### src/rtl/mem_stage_pkg.sv
// Shared types for the memory-access stage.
//   alu_op_t    - operation code handed over from decode/execute
//   mem_state_t - control states of mem_stage
//   mem_exc_t   - exception codes reported on exc_code
//   is_mem_op / is_store_op / is_byte_op - op classification helpers
package mem_stage_pkg;

  typedef enum logic [3:0] {
    ADD_OP, SUB_OP, AND_OP, OR_OP, XOR_OP, SLT_OP, LUI_OP,
    LW_OP, LB_OP, SW_OP, SB_OP
  } alu_op_t;

  typedef enum logic {IDLE, BUS} mem_state_t;

  typedef enum logic [1:0] {EXC_NONE, EXC_ADEL, EXC_ADES, EXC_BUSERR} mem_exc_t;

  function automatic logic is_mem_op(alu_op_t op);
    return (op == LW_OP) || (op == LB_OP) || (op == SW_OP) || (op == SB_OP);
  endfunction

  function automatic logic is_store_op(alu_op_t op);
    return (op == SW_OP) || (op == SB_OP);
  endfunction

  function automatic logic is_byte_op(alu_op_t op);
    return (op == LB_OP) || (op == SB_OP);
  endfunction

endpackage

### src/rtl/mem_stage_lane_align.sv
// Big-endian lane steering for byte/word accesses (purely combinational).
//   byte_acc - 1 = byte access, 0 = word access
//   offset   - byte offset within the word (addr[1:0])
//   st_data  - register value to store
//   ld_word  - word returned by the bus
//   be       - byte enables, bit 3 = bits 31:24
//   st_lanes - store data placed on the bus lanes
//   ld_data  - load result (word, or selected byte sign-extended)
module mem_lane_align (
  input  logic        byte_acc,
  input  logic [1:0]  offset,
  input  logic [31:0] st_data,
  input  logic [31:0] ld_word,
  output logic [3:0]  be,
  output logic [31:0] st_lanes,
  output logic [31:0] ld_data
);

  logic [7:0] ld_byte;

  always_comb begin
    // offset 0 is the most significant lane (big-endian)
    case (offset)
      2'd0:    ld_byte = ld_word[31:24];
      2'd1:    ld_byte = ld_word[23:16];
      2'd2:    ld_byte = ld_word[15:8];
      default: ld_byte = ld_word[7:0];
    endcase

    be       = 4'b1111;
    st_lanes = st_data;
    ld_data  = ld_word;
    if (byte_acc) begin
      be       = 4'b1000 >> offset;
      st_lanes = {4{st_data[7:0]}};
      ld_data  = {{24{ld_byte[7]}}, ld_byte};
    end
  end

endmodule

### src/rtl/mem_stage.sv
// Memory-access pipeline stage. Non-memory ops retire in one cycle; LW/LB/SW/SB
// run one req/ack bus transaction at a time, stalling upstream via in_ready.
// Misaligned word accesses and bus timeouts raise a one-cycle exception.
//   in_*      - execute result (valid, op, address, store data, dest reg, we)
//   flush     - discard the incoming or in-flight instruction
//   mem_*     - single-outstanding data bus (registered request side)
//   wb_*      - one-cycle retire to write-back
//   exc_*     - one-cycle exception report
//
// state | meaning
// IDLE  | ready for a new instruction; in_ready high
// BUS   | bus request outstanding, waiting for mem_ack or timeout
module mem_stage
  import mem_stage_pkg::*;
#(
  parameter int unsigned TIMEOUT = 255
) (
  input  logic        clk,
  input  logic        rst_n,
  input  logic        in_valid,
  output logic        in_ready,
  input  alu_op_t     in_op,
  input  logic [31:0] in_addr,
  input  logic [31:0] in_wdata,
  input  logic [4:0]  in_wreg,
  input  logic        in_we,
  input  logic        flush,
  output logic        mem_req,
  output logic        mem_we,
  output logic [31:0] mem_addr,
  output logic [3:0]  mem_be,
  output logic [31:0] mem_wdata,
  input  logic        mem_ack,
  input  logic [31:0] mem_rdata,
  output logic        wb_valid,
  output logic        wb_we,
  output logic [4:0]  wb_reg,
  output logic [31:0] wb_data,
  output logic        exc_valid,
  output mem_exc_t    exc_code,
  output logic [31:0] exc_addr
);

  localparam logic [15:0] CNT_LAST = 16'(TIMEOUT - 1);

  mem_state_t  state_q, state_d;
  logic [15:0] cnt_q, cnt_d;
  logic        discard_q, discard_d;
  alu_op_t     op_q, op_d;
  logic [4:0]  wreg_q, wreg_d;
  logic        we_q, we_d;
  logic [31:0] addr_q, addr_d;

  logic        mem_req_q, mem_req_d, mem_we_q, mem_we_d;
  logic [31:0] mem_addr_q, mem_addr_d, mem_wdata_q, mem_wdata_d;
  logic [3:0]  mem_be_q, mem_be_d;
  logic        wb_valid_q, wb_valid_d, wb_we_q, wb_we_d;
  logic [4:0]  wb_reg_q, wb_reg_d;
  logic [31:0] wb_data_q, wb_data_d;
  logic        exc_valid_q, exc_valid_d;
  mem_exc_t    exc_code_q, exc_code_d;
  logic [31:0] exc_addr_q, exc_addr_d;

  logic        accept, misalign, start_bus, bus_done, drop;
  logic        la_byte;
  logic [1:0]  la_off;
  logic [3:0]  la_be;
  logic [31:0] la_st, la_ld;

  assign accept    = (state_q == IDLE) && in_valid && !flush;
  assign misalign  = is_mem_op(in_op) && !is_byte_op(in_op) && (in_addr[1:0] != 2'b00);
  assign start_bus = accept && is_mem_op(in_op) && !misalign;
  // ack on the final timeout cycle still counts as a completion
  assign bus_done  = (state_q == BUS) && (mem_ack || cnt_q == CNT_LAST);
  assign drop      = discard_q || flush;

  // request side uses the incoming op; response side uses the latched one
  assign la_byte = (state_q == BUS) ? is_byte_op(op_q) : is_byte_op(in_op);
  assign la_off  = (state_q == BUS) ? addr_q[1:0] : in_addr[1:0];

  mem_lane_align u_lane (
    .byte_acc (la_byte),
    .offset   (la_off),
    .st_data  (in_wdata),
    .ld_word  (mem_rdata),
    .be       (la_be),
    .st_lanes (la_st),
    .ld_data  (la_ld)
  );

  always_ff @(posedge clk or negedge rst_n) begin
    if (!rst_n) begin
      state_q     <= IDLE;
      cnt_q       <= '0;
      discard_q   <= 1'b0;
      op_q        <= ADD_OP;
      wreg_q      <= '0;
      we_q        <= 1'b0;
      addr_q      <= '0;
      mem_req_q   <= 1'b0;
      mem_we_q    <= 1'b0;
      mem_addr_q  <= '0;
      mem_be_q    <= '0;
      mem_wdata_q <= '0;
      wb_valid_q  <= 1'b0;
      wb_we_q     <= 1'b0;
      wb_reg_q    <= '0;
      wb_data_q   <= '0;
      exc_valid_q <= 1'b0;
      exc_code_q  <= EXC_NONE;
      exc_addr_q  <= '0;
    end else begin
      state_q     <= state_d;
      cnt_q       <= cnt_d;
      discard_q   <= discard_d;
      op_q        <= op_d;
      wreg_q      <= wreg_d;
      we_q        <= we_d;
      addr_q      <= addr_d;
      mem_req_q   <= mem_req_d;
      mem_we_q    <= mem_we_d;
      mem_addr_q  <= mem_addr_d;
      mem_be_q    <= mem_be_d;
      mem_wdata_q <= mem_wdata_d;
      wb_valid_q  <= wb_valid_d;
      wb_we_q     <= wb_we_d;
      wb_reg_q    <= wb_reg_d;
      wb_data_q   <= wb_data_d;
      exc_valid_q <= exc_valid_d;
      exc_code_q  <= exc_code_d;
      exc_addr_q  <= exc_addr_d;
    end
  end

  always_comb begin
    state_d   = state_q;
    cnt_d     = cnt_q;
    discard_d = discard_q;
    case (state_q)
      IDLE: begin
        if (start_bus) begin
          state_d   = BUS;
          cnt_d     = '0;
          discard_d = 1'b0;
        end
      end
      BUS: begin
        cnt_d     = cnt_q + 16'd1;
        discard_d = drop;
        if (bus_done) begin
          state_d   = IDLE;
          cnt_d     = '0;
          discard_d = 1'b0;
        end
      end
      default: state_d = IDLE;
    endcase
  end

  always_comb begin
    op_d        = op_q;
    wreg_d      = wreg_q;
    we_d        = we_q;
    addr_d      = addr_q;
    mem_req_d   = mem_req_q;
    mem_we_d    = mem_we_q;
    mem_addr_d  = mem_addr_q;
    mem_be_d    = mem_be_q;
    mem_wdata_d = mem_wdata_q;
    wb_valid_d  = 1'b0;
    wb_we_d     = wb_we_q;
    wb_reg_d    = wb_reg_q;
    wb_data_d   = wb_data_q;
    exc_valid_d = 1'b0;
    exc_code_d  = exc_code_q;
    exc_addr_d  = exc_addr_q;

    if (accept && !is_mem_op(in_op)) begin
      wb_valid_d = 1'b1;
      wb_we_d    = in_we;
      wb_reg_d   = in_wreg;
      wb_data_d  = in_addr;
    end else if (accept && misalign) begin
      exc_valid_d = 1'b1;
      exc_code_d  = is_store_op(in_op) ? EXC_ADES : EXC_ADEL;
      exc_addr_d  = in_addr;
    end else if (start_bus) begin
      mem_req_d   = 1'b1;
      mem_we_d    = is_store_op(in_op);
      mem_addr_d  = {in_addr[31:2], 2'b00};
      mem_be_d    = la_be;
      mem_wdata_d = la_st;
      op_d        = in_op;
      wreg_d      = in_wreg;
      we_d        = in_we;
      addr_d      = in_addr;
    end else if (bus_done) begin
      mem_req_d = 1'b0;
      if (mem_ack) begin
        wb_valid_d = !drop;
        wb_reg_d   = wreg_q;
        wb_we_d    = is_store_op(op_q) ? 1'b0 : we_q;
        wb_data_d  = is_store_op(op_q) ? 32'd0 : la_ld;
      end else begin
        exc_valid_d = !drop;
        exc_code_d  = EXC_BUSERR;
        exc_addr_d  = addr_q;
      end
    end
  end

  assign in_ready  = (state_q == IDLE);
  assign mem_req   = mem_req_q;
  assign mem_we    = mem_we_q;
  assign mem_addr  = mem_addr_q;
  assign mem_be    = mem_be_q;
  assign mem_wdata = mem_wdata_q;
  assign wb_valid  = wb_valid_q;
  assign wb_we     = wb_we_q;
  assign wb_reg    = wb_reg_q;
  assign wb_data   = wb_data_q;
  assign exc_valid = exc_valid_q;
  assign exc_code  = exc_code_q;
  assign exc_addr  = exc_addr_q;

endmodule

### config.mk
export PLATFORM = sky130hd
export DESIGN_NAME = mem_stage
export DESIGN_NICKNAME = d
export VERILOG_FILES = /design/src/rtl/mem_stage_pkg.sv /design/src/rtl/mem_stage_lane_align.sv /design/src/rtl/mem_stage.sv
export SDC_FILE = /design/constraint.sdc
export NUM_CORES = 1
export LEC_CHECK = 0
export CAP_MARGIN = 20
export CORE_MARGIN = 3
export CORE_UTILIZATION = 25
export DETAILED_ROUTE_END_ITERATION = 12
export SLEW_MARGIN = 20
export SYNTH_ARGS = -nofsm -noshare
export SYNTH_HDL_FRONTEND = slang
export SYNTH_SLANG_ARGS = --single-unit
### constraint.sdc
create_clock -name clk -period 4.15 [get_ports clk]
set_input_delay 0.6225 -clock clk [delete_from_list [all_inputs] [get_ports clk]]
set_output_delay 0.6225 -clock clk [all_outputs]
set_load 0.05 [all_outputs]
==> out/metrics.yaml <==
power_and_ir_drop:
  power_frac_comb_pct: 40.3
  p_leak_nw: 4.825
  vdd_drop_max_mv: 0.2740
  internal-power_w: 0.003983
  pwr-share-clk_pct: 25.5
  p_per_area_nw_per_um2: 583.2
  netSwitchingFraction_pct: 41.22
  pwr-share-seq_pct: 34.2
  p_switching_w: 0.002793
layout:
  drive_above_1_share_pct: 5.649
  fillCellCount: 3262
  area.sequential_sq_um: 4304
  area_delta_synth_final_pct: 41.49
  insertedDiodeCount: 0
  multi_input_area_sq_um: 3398
  utilization_pct: 36.35
  mostFrequentLayoutCell: "clkdlybuf4s50_1"
  num-nets-final: 1235
  final_cell_mix: "clkdlybuf4s50_1, nand2_1, dfrtp_1, o21ai_0, nor2_1"
grt:
  grt_pass1_wl_microns: 44530
  gr-total-overflow: 0
  grt_pass1_vias: 7312
  grt_max_degree: 103
  grt_use_total_pct: 16.23
  antenna_found_initial: 2
route:
  ant_nets: 0
  drt_wl_total_microns: 28150
  drt-pass1-iter-count: 5
  via_per_inst: 4.678
  drc: 0
  num_vias: 7335
  drt-initial-drc-count: 341
  wl_per_cell_microns: 17.95
sta:
  slew_headroom_pct: 35.07
  finalSetupTns_ps: 0
  fin_crit_ps: 2761
  clock.fmax_mhz: 362.2
  worst_slew_pin_slew_ps: 969.7
  hold_viol_final: 0
  setup_viol: 0
  skew_ps: 15.13
  rsz0062_at_grt: "false"
  fin_crit_sh_pct: 66.53
  drv_slew: 0
  fin_ws_ps: 1389
clock_tree:
  htree_num_levels: 4
  clockBufferDepth: 2
  cts_setup_buffers: 0
  clock_tree.root_cell: "clkbuf_16"
  cts_buffers: 17
  clkSinkCount: 172
  holdBufCountCts: 0
  clock_latency_ps: 430
  clk_transition_reported_paths_ps: 60
  postCtsResizedCells: 0
  cts_tree: "done"
setup_path:
  end_kind: "register"
  critPathRequiredTime_ps: 4500
  critPathKind: "in -> reg"
  worstPathMaxFanout: 27
  crit_path_start_kind: "input port"
  cp.arrival_ps: 3110
yosys:
  synthCells: 919
  ys.flop_type: "dfrtp_1"
  ys_ff_latch: 172
  syn_area_per_cell_sq_um: 8.935
  synthArstFlopShare_pct: 100.0
  ys_seq_area_share_pct: 52.42
  synth_edf_count: 0
  synth_area_sq_um: 8212
  ys_types: 53
  yosysWarnings: 0
floorplanning:
  rows: 65
  core_area_sq_um: 31960
  dieHeight_microns: 187.2
  initial_utilization_pct: 25.69
  die_area_sq_um: 35060
  die_w_microns: 187.2
  pin_count: 256
min_path:
  hold_class: "in -> async"
run:
  maxCapViolCount: 0
placement:
  gp_congestion: 0.8108
  dp_hpwl_microns: 20140
  port_buffers: 253
  post-place-ws_ps: 932.0
status:
  status: "finished clean"
## worst max-delay path, cell delays in order
cell,delay [ps]
clkdlybuf4s50_1,520
or3b_2,560
a21oi_1,360
o21a_2,570
buf_12,260
nor2_1,60
a31oi_1,130
## power groups by stage
stage	Combinational, W	Clock [W]	Sequential, W
final	0.00273	0.00173	0.00232
after global routing	0.00290	0.00185	0.00238
after CTS	0.00275	0.00179	0.00232
after detailed placement	0.00275	0	0.00235
after global placement	0.00273	0	0.00234
after floorplan	0.000919	0	0.00320
## through the flow
step | instance area, sq um | total power (W) | std cells | hold slack [ps]
floorplan | 8215 | 0.004122 | 920 | 326.9
global placement | 11000 | 0.005064 | 1537 | 449.5
detailed placement | 11010 | 0.005098 | 1538 | 459.0
CTS | 11620 | 0.006865 | 1568 | 337.6
global route | 11620 | 0.007122 | 1568 | 325.5
finish | 11620 | 0.006776 | 1568 | 245.2
## layout make-up
| class | count | share of cell area (%) |
|---|---|---|
| repair buffers | 271 | 23.24 |
| inverters | 16 | 0.5169 |
| flip-flops and latches | 172 | 37.05 |
| multi-input cells | 644 | 29.25 |
| clock buffers | 20 | 3.845 |
| clock inverters | 10 | 1.421 |
| well taps | 435 | 4.684 |
## worst paths after layout
check                                      to  slack [ps]     startpoint  cells past startpoint
max in group asynchronous          addr_q[20]        2920          rst_n                      2
worst max register to register   exc_addr[13]        1420       cnt_q[8]                      6
min in group clk                mem_wdata[21]         480  mem_wdata[21]                      2
worst min-delay path             mem_wdata[0]         250          rst_n                      1
worst min register to register  mem_wdata[21]         480  mem_wdata[21]                      2
worst max-delay path                mem_be[1]        1390       in_op[1]                      7
## logic make-up after synthesis
group	count (synthesis)	synth area share, %
AOI/OAI and AO/OA	245	16.88
xor gates and xnor gates	2	0.2134
adders and majority gates	2	0.3047
buffers and inverters	104	6.750
DFF	172	52.42
muxes	43	5.470
other	1	0.04567
and+or+nand+nor	350	17.92
## synthesized netlist by cell type, types with 2 or more instances
library cell	count	area (sq um)
a211oi_1	3	22.52
buf_4	32	240.2
nand2_1	244	915.9
o31ai_1	2	15.01
mux2i_1	40	400.4
or3_1	6	37.54
nand4_1	2	12.51
buf_6	4	45.04
ha_1	2	25.02
or2_2	2	12.51
o21ai_1	38	190.2
nor2_1	48	180.2
nor3b_1	3	22.52
or4_1	2	15.01
nor2b_1	9	56.30
o41ai_1	2	17.52
o21ai_0	93	465.5
a31oi_1	40	250.2
inv_1	16	60.06
or3b_2	2	17.52
dfrtp_1	172	4304
buf_2	11	55.05
nand3_1	16	80.08
nand4b_1	2	17.52
nor3_1	5	25.02
a21oi_1	40	200.2
nand2b_1	3	18.77
o211ai_1	16	120.1
clkbuf_1	40	150.1
## metal layers
| layer | GRT usage, % | routed length [microns] | vias up |
|---|---|---|---|
| met2 | 25.35 | 13010 | 209 |
| li1 | - | - | 3517 |
| met1 | 22.31 | 12820 | 3568 |
| met3 | 3.617 | 1559 | 37 |
| met5 | 0 | 34 | - |
| met4 | 5.409 | 724 | 4 |
No activity file was read; power rests on OpenSTA's default activity.
==> variant, RTL diff (same settings) <==
Take the reset off `addr_q` and load it in a clocked block of its own.
--- a/src/rtl/mem_stage.sv
+++ b/src/rtl/mem_stage.sv
@@ -98,3 +98,2 @@
       we_q        <= 1'b0;
-      addr_q      <= '0;
       mem_req_q   <= 1'b0;
@@ -118,3 +117,2 @@
       we_q        <= we_d;
-      addr_q      <= addr_d;
       mem_req_q   <= mem_req_d;
@@ -132,2 +130,6 @@
     end
+  end
+
+  always_ff @(posedge clk) begin
+    addr_q <= addr_d;
   end
Check against the original RTL: same outputs for any inputs over 4 cycles, from zero or initial values and one cycle with rst_n low; that may be too few to reach the edited logic, so the function may still have changed.
==> variant against the unedited design <==
- area after synthesis up 8.7%
- sequential cell count increased by 30
- die area grew 8.4%
- total power up 57%
- routed wire length grew 3.9%
- setup slack lost 370 ps
- sequential share of layout area rose by 3.6 points
- fmax down 12%
- clock power rose by 32%
- final area is 10% higher
- register-to-register slack worse by 410 ps
- worst hold slack lost 130 ps
- sequential power rose by 35%
- critical endpoint is now wb_data[31]$_DFFE_PN0P_
==> variant: results (changes against the unedited design) <==
first-pass GRT wire length 44700 um (+0.29%); Leak 0.00506 uW (+4.8%); clock tree buffer depth 3 (+1); non-filler instance count after layout 1508 (-3.8%); Max Slew Vio Count 0 (unchanged); clock latency on the worst-skew pair 530 ps (+100 ps); Max VDD drop 0.000470 V (+72%); htree depth 1 (-3); final WL 29300 um (+3.9%); top post-synthesis cells by count dfrtp_1 (170), nor2_1 (102), a21oi_1 (65); clock root buffer master clkbuf_16; worst reg-to-reg path cell count 5 (-1); initial antenna violation count 6 (+4); aggregate global-route resource usage 0.148 (-0.0142); Crit Reg-Reg Endpoint wb_data[31]$_DFFE_PN0P_; Pre-Repair DR Iteration Count 5 (unchanged); R2R Setup Slk 1010 ps (-410 ps); sequential share of the synthesized area 0.584 (+0.0602); ranking of synthesized cells by area dfrtp_1 (48%), edfxtp_1 (11%), mux2i_1 (6.6%), mux2_2 (6.3%), nor2_1 (4.3%); gpl congestion 0.753 (-7.2%); Max Fanout on Critical Path 25 (-7.4%); CTS Buf Count 25 (+8); Synth cell types 56 (+5.7%); Initial DRC Count 361 (+5.9%); final clock skew 17.7 ps (+2.60 ps); setup bufs post-CTS 0 (unchanged); status completed; mux share of post-synthesis cell area 0.134 (+0.0796); Post-Synth Adder-Cell Area 0.00280 (-0.000244); xor/xnor share of the synthesized area 0.00294 (+0.000811); slew margin rel. 0.309 (-0.0415); final net count 1145 (-7.3%); placed wire-length estimate 20500 um (+2.0%); FFs w/ async S/R, synth 0.842 (-0.158); share of cells above drive strength 1 0.115 (+0.0586); drt via density 4.75 (+1.5%); clk slew on worst S/H paths 60 ps (about the same); R2R Path Start state_q$_DFF_PN0_; internal power 5900 uW (+48%); number of synthesized flops with an enable pin 32 (+32); Gate Count Post-Synth 790 (-14%); Compound-Gate Fraction of Synth Area 0.134 (-0.0345); final-layout fill cell count 3451 (+5.8%); vias in the first global route 7155 (-2.1%); PortBufs 253 (unchanged); worst path arrival time 3570 ps (+460 ps); largest net degree at the start of global routing 83 (-19%)
[variant: critical path, cell delays in order (launching register included)]
cell and delay (ps):
dfrtp_1 1020, or3b_1 410, a211o_1 590, o211a_2 620, o21ai_0 190, a31oi_1 210
[variant: area by class of cell]
type / instances / area (um2) / area share
Timing Repair Buffer: 270 / 2730 / 0.213
Clock buffer: 34 / 689 / 0.0538
Antenna cell: 2 / 5.00 / 0.000390
Clock inverter: 12 / 168 / 0.0131
Multi-Input combinational cell: 526 / 3420 / 0.267
Tap cell: 455 / 569 / 0.0444
Sequential cell: 202 / 5220 / 0.407
Inverter: 7 / 26.3 / 0.00205
[variant: per-layer routing]
metal	track usage	up-vias	wire length [um]
met5	0	-	76
met4	0.0338	10	690
met3	0.0471	54	2180
met2	0.241	228	13700
met1	0.193	3519	12600
li1	-	3348	-
[variant: stage by stage]
stage	util	cell area (um2)	setup WS (ps)	hold WS [ps]
final	0.368	12800	1010	119
after global routing	0.367	12800	758	171
after CTS	0.367	12800	1030	152
after detailed placement	0.343	12000	912	476
after global placement	0.343	12000	935	464
after floorplan	-	8930	1650	327
[variant: worst max-delay path by stage]
stage,endpoint,start,cells after the start
2_1_floorplan,addr_q[0]$_DFFE_PP_,flush,5
4_1_cts,wb_data[31]$_DFFE_PN0P_,state_q$_DFF_PN0_,5
3_5_place_dp,wb_data[1]$_DFFE_PN0P_,in_op[0],7
5_1_grt,wb_data[18]$_DFFE_PN0P_,state_q$_DFF_PN0_,5
3_3_place_gp,wb_data[1]$_DFFE_PN0P_,in_op[0],7
6_report,wb_data[31]$_DFFE_PN0P_,state_q$_DFF_PN0_,5
[variant: power groups by stage]
stage          Combinational (uW)  Clock [uW]  Sequential (uW)
6_report                     5230        2280             3140
5_1_grt                      5510        2430             3230
4_1_cts                      5290        2350             3140
3_5_place_dp                 5280           0             3170
3_3_place_gp                 5240           0             3140
2_1_floorplan                1250           0             5260
[variant: kinds of logic after synthesis]
logic type               Yosys count
AO/OA/AOI/OAI                    202
AND/OR/NAND/NOR                  206
multiplexers                     111
buffers and inverters             63
other                              1
adder cells (fa/ha/maj)            2
flip-flops                       202
XOR/XNOR                           3
